**config.mk**
```make
export PLATFORM = sky130hd
export DESIGN_NAME = sync_fifo_prog
export DESIGN_NICKNAME = d
export VERILOG_FILES = /design/src/rtl/fifo_pkg.sv /design/src/rtl/fifo_mem.sv /design/src/rtl/sync_fifo_prog.sv
export SDC_FILE = /design/constraint.sdc
export NUM_CORES = 1
export LEC_CHECK = 0
export BUFFER_PORTS_ARGS = -buffer_cell sky130_fd_sc_hd__buf_2
export CAP_MARGIN = 20
export CORE_ASPECT_RATIO = 1.75
export CORE_MARGIN = 4
export CORE_UTILIZATION = 35
export DETAILED_ROUTE_END_ITERATION = 6
export MAX_ROUTING_LAYER = met4
export PLACE_DENSITY = 0.6
export SETUP_SLACK_MARGIN = 0.1
export SLEW_MARGIN = 20
export SYNTH_ARGS = -nofsm -noshare
export SYNTH_HDL_FRONTEND = slang
export SYNTH_SLANG_ARGS = --single-unit
```
**constraint.sdc**
```tcl
create_clock -name clk -period 3.4 [get_ports clk]
set_clock_uncertainty 0.1 [all_clocks]
set_input_delay 0.17 -clock clk [delete_from_list [all_inputs] [get_ports clk]]
set_output_delay 0.17 -clock clk [all_outputs]
set_load 0.02 [all_outputs]
```
**src/rtl/fifo_pkg.sv**
```systemverilog
// Shared constants, status bundle and parity helper for the single-clock FIFO.
// Parity logic is only used when FIFO_PARITY_EN is defined.
package fifo_pkg;

  localparam int FIFO_DSIZE    = 8;
  localparam int FIFO_ADDRSIZE = 4;
  localparam int PARITY_MAX_W  = 64;

  typedef struct packed {
    logic wfull;
    logic rempty;
    logic walmost_full;
    logic ralmost_empty;
    logic overflow;
    logic underflow;
  } fifo_status_t;

  // Callers zero-extend to PARITY_MAX_W; the extra zeros do not change the result.
  function automatic logic even_parity(input logic [PARITY_MAX_W-1:0] d);
    return ^d;
  endfunction

endpackage

```
**src/rtl/fifo_mem.sv**
```systemverilog
// Simple dual-port storage: synchronous write, registered read with read enable.
// The read register clears on reset and otherwise holds between accepted reads.
module fifo_mem #(
  parameter int WIDTH  = 8,
  parameter int ADDR_W = 4
) (
  input  logic              clk,
  input  logic              rst,
  input  logic              we,
  input  logic [ADDR_W-1:0] waddr,
  input  logic [WIDTH-1:0]  wdata,
  input  logic              re,
  input  logic [ADDR_W-1:0] raddr,
  output logic [WIDTH-1:0]  rdata
);

  logic [WIDTH-1:0] mem [0:(1<<ADDR_W)-1];

  always_ff @(posedge clk) begin
    if (we) mem[waddr] <= wdata;
  end

  // Stage p1: read register
  always_ff @(posedge clk) begin
    if (!rst)    rdata <= '0;
    else if (re) rdata <= mem[raddr];
  end

endmodule

```
**src/rtl/sync_fifo_prog.sv**
```systemverilog
// Single-clock FIFO with registered count, programmable almost flags, sticky errors and flush.
// Define FIFO_PARITY_EN to store a parity bit per word and report it on rperr.
module sync_fifo_prog
  import fifo_pkg::*;
#(
  parameter int DSIZE    = FIFO_DSIZE,
  parameter int ADDRSIZE = FIFO_ADDRSIZE
) (
  input  logic                clk,
  input  logic                rst,
  input  logic                flush,
  input  logic                winc,
  input  logic [DSIZE-1:0]    wdata,
  input  logic                rinc,
  output logic [DSIZE-1:0]    rdata,
  output logic                rvalid,
  output logic                wfull,
  output logic                rempty,
  output logic                walmost_full,
  output logic                ralmost_empty,
  output logic [ADDRSIZE:0]   count,
  input  logic [ADDRSIZE:0]   afull_thresh,
  input  logic [ADDRSIZE:0]   aempty_thresh,
`ifdef FIFO_PARITY_EN
  output logic                rperr,
`endif
  output logic                overflow,
  output logic                underflow
);

`ifdef FIFO_PARITY_EN
  localparam int MW = DSIZE + 1;
`else
  localparam int MW = DSIZE;
`endif
  localparam logic [ADDRSIZE:0] DEPTH = {1'b1, {ADDRSIZE{1'b0}}};

  logic [ADDRSIZE:0] wptr, rptr, count_next;
  logic              we, re;
  logic [MW-1:0]     mem_wdata, mem_rdata;

  // Flush drops any request in the same cycle.
  assign we = winc && !wfull  && !flush;
  assign re = rinc && !rempty && !flush;
  assign count_next = count + {{ADDRSIZE{1'b0}}, we} - {{ADDRSIZE{1'b0}}, re};

`ifdef FIFO_PARITY_EN
  assign mem_wdata = {even_parity(PARITY_MAX_W'(wdata)), wdata};
  assign rdata     = mem_rdata[DSIZE-1:0];
  assign rperr     = even_parity(PARITY_MAX_W'(mem_rdata));
`else
  assign mem_wdata = wdata;
  assign rdata     = mem_rdata;
`endif

  fifo_mem #(
    .WIDTH  (MW),
    .ADDR_W (ADDRSIZE)
  ) u_mem (
    .clk   (clk),
    .rst   (rst),
    .we    (we),
    .waddr (wptr[ADDRSIZE-1:0]),
    .wdata (mem_wdata),
    .re    (re),
    .raddr (rptr[ADDRSIZE-1:0]),
    .rdata (mem_rdata)
  );

  // Stage p1: pointers, count and status registered from count_next
  always_ff @(posedge clk) begin
    if (!rst || flush) begin
      wptr          <= '0;
      rptr          <= '0;
      count         <= '0;
      wfull         <= 1'b0;
      rempty        <= 1'b1;
      walmost_full  <= (afull_thresh == '0);
      ralmost_empty <= 1'b1;
      rvalid        <= 1'b0;
      overflow      <= 1'b0;
      underflow     <= 1'b0;
    end else begin
      if (we) wptr <= wptr + 1'b1;
      if (re) rptr <= rptr + 1'b1;
      count         <= count_next;
      wfull         <= (count_next == DEPTH);
      rempty        <= (count_next == '0);
      walmost_full  <= (count_next >= afull_thresh);
      ralmost_empty <= (count_next <= aempty_thresh);
      rvalid        <= re;
      if (winc && wfull)  overflow  <= 1'b1;
      if (rinc && rempty) underflow <= 1'b1;
    end
  end

endmodule

```
# Word-level counts from Yosys, hierarchy flattened
# Memory sizes are Yosys's and may differ from the RTL's. A register that Yosys moved wholly into a read port is not among the register bits.
# Cells that the tools add are included.
# totals
register_bits,22
mem_bits_rw,128
output_inout_bits,20
wordCells,35
mem_count,1
# op_classes
addsub,4
n_lt_le_gt_ge,2
eq_ne,1
n_mux,3
reduce_logical,14
# mem_list
memory,depth,width,rd,rd_clocked_by_memory_dff,write_ports,line_no,source
u_mem.mem,16,8,1,1,1,fifo_mem.sv:17,logic [WIDTH-1:0] mem [0:(1<<ADDR_W)-1];
# ops
operator,count
$add 5x1->5 const B,2
$logic_not 5->1,2
$logic_and 1x1->1,6
$add 5x1->5,1
$eq 5x5->1 const B,1
$ge 5x5->1,1
$le 5x5->1,1
$logic_not 1->1,5
$sub 5x1->5,1
$mux 1,3
$logic_or 1x1->1,1

# Longest topological paths before layout
# depth
word_depth,7
ltp_mapped,14
ltp_nobuf,14

# Cells and area by module
# From an unflattened synthesis, not the netlist that was laid out.
# unflattened
cells_unflattened,437
hier_area_um2,6454.9
# by_module_without_submodules
mod,n_inst,cells_per_inst,area_each_um2,seq_area_each_um2
fifo_mem,1,318,5351.4,4003.8
sync_fifo_prog,1,119,1103.6,400.4

# Worst setup path before layout
# No wires, ideal clock.
# synth_path
path_type,flip-flop to flip-flop
startpoint,reg wfull
endpoint,reg ralmost_empty
arrival_time_ns,2.964
required_ns,3.162
slack_ns,0.198
path_stages_with_launch,15
n_path_buf,0
period_less_slack_ns,3.202
path_cell_list,dfxtp_1 nor2b_1 nor2b_1 inv_1 ha_1 inv_1 ha_1 fa_1 a21o_1 a21oi_1 xnor2_1 ha_1 and3_1 nand3_1 nand3_1
# synth_between
elab_chain_cells,6
# synth_lines
item,line_no,source
start: declaration,sync_fifo_prog.sv:17,"output logic wfull,"
start signal: assignment,sync_fifo_prog.sv:87,wfull <= (count_next == DEPTH);
$logic_not 1->1,sync_fifo_prog.sv:43,assign we = winc && !wfull && !flush;
$logic_and 1x1->1 (2 in a row),sync_fifo_prog.sv:43,
$add 5x1->5,sync_fifo_prog.sv:45,"assign count_next = count + {{ADDRSIZE{1'b0}}, we} - {{ADDRSIZE{1'b0}}, re};"
$sub 5x1->5,sync_fifo_prog.sv:45,
named net count_next[4],sync_fifo_prog.sv:38,"logic [ADDRSIZE:0] wptr, rptr, count_next;"
$le 5x5->1,sync_fifo_prog.sv:90,ralmost_empty <= (count_next <= aempty_thresh);
end signal: assignment,sync_fifo_prog.sv:90,
end: declaration,sync_fifo_prog.sv:20,"output logic ralmost_empty,"
# The timed path passes the listed nets, and every way through them passes these cells.
# A chain may end at the register's enable or synchronous reset.

# Final worst setup path
# layout_path
startpoint,in rinc
endpoint,reg walmost_full
# layout_between
elab_chain_cells,5
# layout_lines
item,line_no,source
start: declaration,sync_fifo_prog.sv:14,"input logic rinc,"
$logic_and 1x1->1 (2 in a row),sync_fifo_prog.sv:44,assign re = rinc && !rempty && !flush;
named net re,sync_fifo_prog.sv:39,"logic we, re;"
$sub 5x1->5,sync_fifo_prog.sv:45,
named net count_next[4],sync_fifo_prog.sv:38,
$ge 5x5->1,sync_fifo_prog.sv:89,walmost_full <= (count_next >= afull_thresh);
$mux 1,sync_fifo_prog.sv:72,if (!rst || flush) begin
end signal: assignment,sync_fifo_prog.sv:78,walmost_full <= (afull_thresh == '0);
end signal: assignment,sync_fifo_prog.sv:89,
end: declaration,sync_fifo_prog.sv:19,"output logic walmost_full,"
# The timed path passes the listed nets, and every way through them passes these cells.

==> run metrics <==
Die Height 188 µm; synth top area cells edfxtp_1 59%, dfxtp_1 8.7%, ha_1 3.9%, mux4_2 2.8%, mux4_1 2.4%; pre-CTS WS 0.201 ns; DRT Pass-1 Iters 4; area grow syn2layout 16.9%; Synth Area in Simple Gates 0.0640; Crit. Startpoint rinc; CTS sink cnt 156; Critical R2R Launch rempty$_SDFF_PN1_; Cell variety after synth 43; Mapped Area 0.00647 mm²; fmax 319 MHz; Yosys top cell area share 0.594; post-synthesis register bit count 156; Reg2Reg Depth 12; GP Congestion 0.804; DIE WIDTH 111 µm; DR DRC count 0; most common cell after layout, fill and taps aside edfxtp_1; largest net degree at the start of global routing 31; Worst Tran Pin Value 1.01 ns; CTS Buf Count 17; Sequential cell area 0.00441 mm²; syn nets 467; outcome finished, final reports clean; vias per cell 5.04; number of I/O pins 43; Synth async-reset ratio 0; FP Rows 65; TritonCTS clock tree built; most frequent cells in the layout 128 x edfxtp_1, 42 x buf_2, 29 x nor2_1; multiplexer share of the synthesized area 0.0902; Worst Setup Path Type input port to flop; total track usage 0.145; 1st-iter DRT viols 163; via count 3676; Peak VDD IR 0.345 mV; clock transition at the registers of the reported paths 0.07 ns; Routed Antenna Nets 0; Crit path required time 3.60 ns; Post-Layout Cell Count 730; Critical Path Sink walmost_full$_DFF_P_; Worst EP arrival 3.33 ns; gr ovfl total 0; max_cap viols 0; xor-xnor portion of the synthesized cell area 0.0135; fill count 1647; nets@finish 527; Mapped Cells 423; Clock Latency Late Sink 0.42 ns; Crit Reg-Reg Endpoint walmost_full$_DFF_P_; Leakage 0.00266 µW; root buf cell clkbuf_16; endpoints failing hold 0; number of synthesized flops with an enable pin 128; initial antenna violation count 0; flop2flop setup slack 0.29 ns; Design Area, Final 0.00756 mm²; area of the multi-input gates 0.00187 mm²; headroom to the max-slew limit 0.323; core area 0.0181 mm²; Avg Synthesized Cell Area 15.3 µm²; yosys warns 0; Worst setup SP type input port; Placed Cells 695; max-slew violations 0; post-synth top area cell edfxtp_1; pwr/cell area 540 mW/mm²; first-pass GRT wire length 22100 µm; Seq/Total Area, Yosys 0.681; Starting Density 0.357; fin worst setup slack 0.267 ns; Compound-Gate Fraction of Synth Area 0.0758; HP Class input port to flop; Worst setup EP type flop; clock tree buffer depth 2; IO Port Bufs 42; Main synth FF type edfxtp_1; setup TNS 0 ns; ant diodes 0; CP max FO 6; layout cells sized above 1 0.240; drt total wl 14200 µm; Die ar. 0.0208 mm²; period utilization 0.922; vias in the first global route 3915; WL per Instance 19.4 µm; DP HPWL 9960 µm; RSZ-0062 raised after global routing false; adder-cell share of the synthesized area 0.0418; area post-placement 0.00696 mm²; final setup violating endpoints 0; Final min period 3.13 ns; H-tree depth 4; main combinational cell family by area after synthesis multiplexers
## kinds of logic (layout without fill, tap and decap cells)
family	count (synthesis)	after routing
DFF	156	156
and+or+nand+nor	84	84
AOI/OAI and AO/OA	73	73
buffers and inverters	42	115
muxes	37	37
adders and majority gates	21	21
xor gates and xnor gates	10	10
## power breakdown
part / switching [µW] / total (µW) / internal, µW / leakage, µW
Sequential: 12.8 / 2100 / 2090 / 0.00138
Clock: 779 / 1750 / 968 / 0.000258
Combinational: 140 / 234 / 94.0 / 0.00102
## sequential cells by signal, summed over array words and instances, names as in the netlist
signal / count
rptr: 4
u_mem.mem: 128
wfull: 1
ralmost_empty: 1
wptr: 4
walmost_full: 1
rempty: 1
rvalid: 1
count: 5
u_mem.rdata: 8
overflow: 1
underflow: 1
## worst min-delay path by stage
stage / startpoint / to / cells after the start
floorplan: wdata[0] / u_mem.mem[0][0]$_DFFE_PP_ / 0
global placement: winc / overflow$_SDFFE_PN0P_ / 3
detailed placement: rinc / underflow$_SDFFE_PN0P_ / 3
CTS: wdata[0] / u_mem.mem[1][0]$_DFFE_PP_ / 1
global route: wdata[7] / u_mem.mem[9][7]$_DFFE_PP_ / 1
finish: wdata[7] / u_mem.mem[9][7]$_DFFE_PP_ / 1
## routing by layer
| layer | wire length, µm | global-route usage |
|---|---|---|
| met5 | 0 | - |
| met4 | 363 | 0.0560 |
| met1 | 5530 | 0.154 |
| met3 | 483 | 0.0287 |
| met2 | 7780 | 0.262 |
## stage by stage
stage,hold slack (ns),total power [µW],utilization
final,0.0325,4080,0.417
after global routing,0.0356,4230,0.417
after CTS,0.0164,4100,0.416
after detailed placement,0.330,2360,0.384
after global placement,0.319,2360,0.384
after floorplan,0.169,2270,-
## worst max-delay path, stage by stage
cell and delay (ns):
dlygate4sd3_1 0.53, buf_2 0.13, and2b_2 0.23, and2b_1 0.20, ha_1 0.28, inv_1 0.04, ha_1 0.20, fa_2 0.35
a21o_1 0.20, a21oi_2 0.18, xnor2_2 0.18, ha_1 0.30, o31ai_2 0.26, a21oi_1 0.07
## synthesized netlist by cell type (2+ instances only)
cell and count:
edfxtp_1 128, nor2_1 29, dfxtp_1 28, inv_1 22, ha_1 20, a21oi_1 15
o21ai_0 15, nand2_1 13, mux2_2 12, mux2i_1 11, nor3_1 11, buf_2 9
o22ai_1 9, a22oi_1 8, mux4_2 8, nand2b_1 7, nor2b_1 7, mux4_1 6
a211o_1 5, a221o_1 5, o221ai_1 5, xnor2_1 5, xor2_1 5, and2_1 4
buf_4 4, a211oi_1 3, a21o_1 3, buf_6 3, o22a_1 3, and2b_1 2
and3_1 2, clkbuf_1 2, nand3_1 2, nand4_1 2, o31ai_1 2
## layout make-up
cell class              instances  share of cell area
flip-flops and latches        156               0.583
multi-input cells             225               0.247
clock buffers                  19              0.0586
repair buffers                 61              0.0477
well taps                     234              0.0387
clock inverters                13              0.0144
inverters                      22              0.0109
## what timing repair did
action,in CTS,in global routing
endpoints found under the hold margin,3,0
hold buffers,3,0
gates resized for setup,0,6
setup buffers,0,0
endpoints found under the setup margin,0,2
Note: power is estimated with default switching activity, not from simulation.
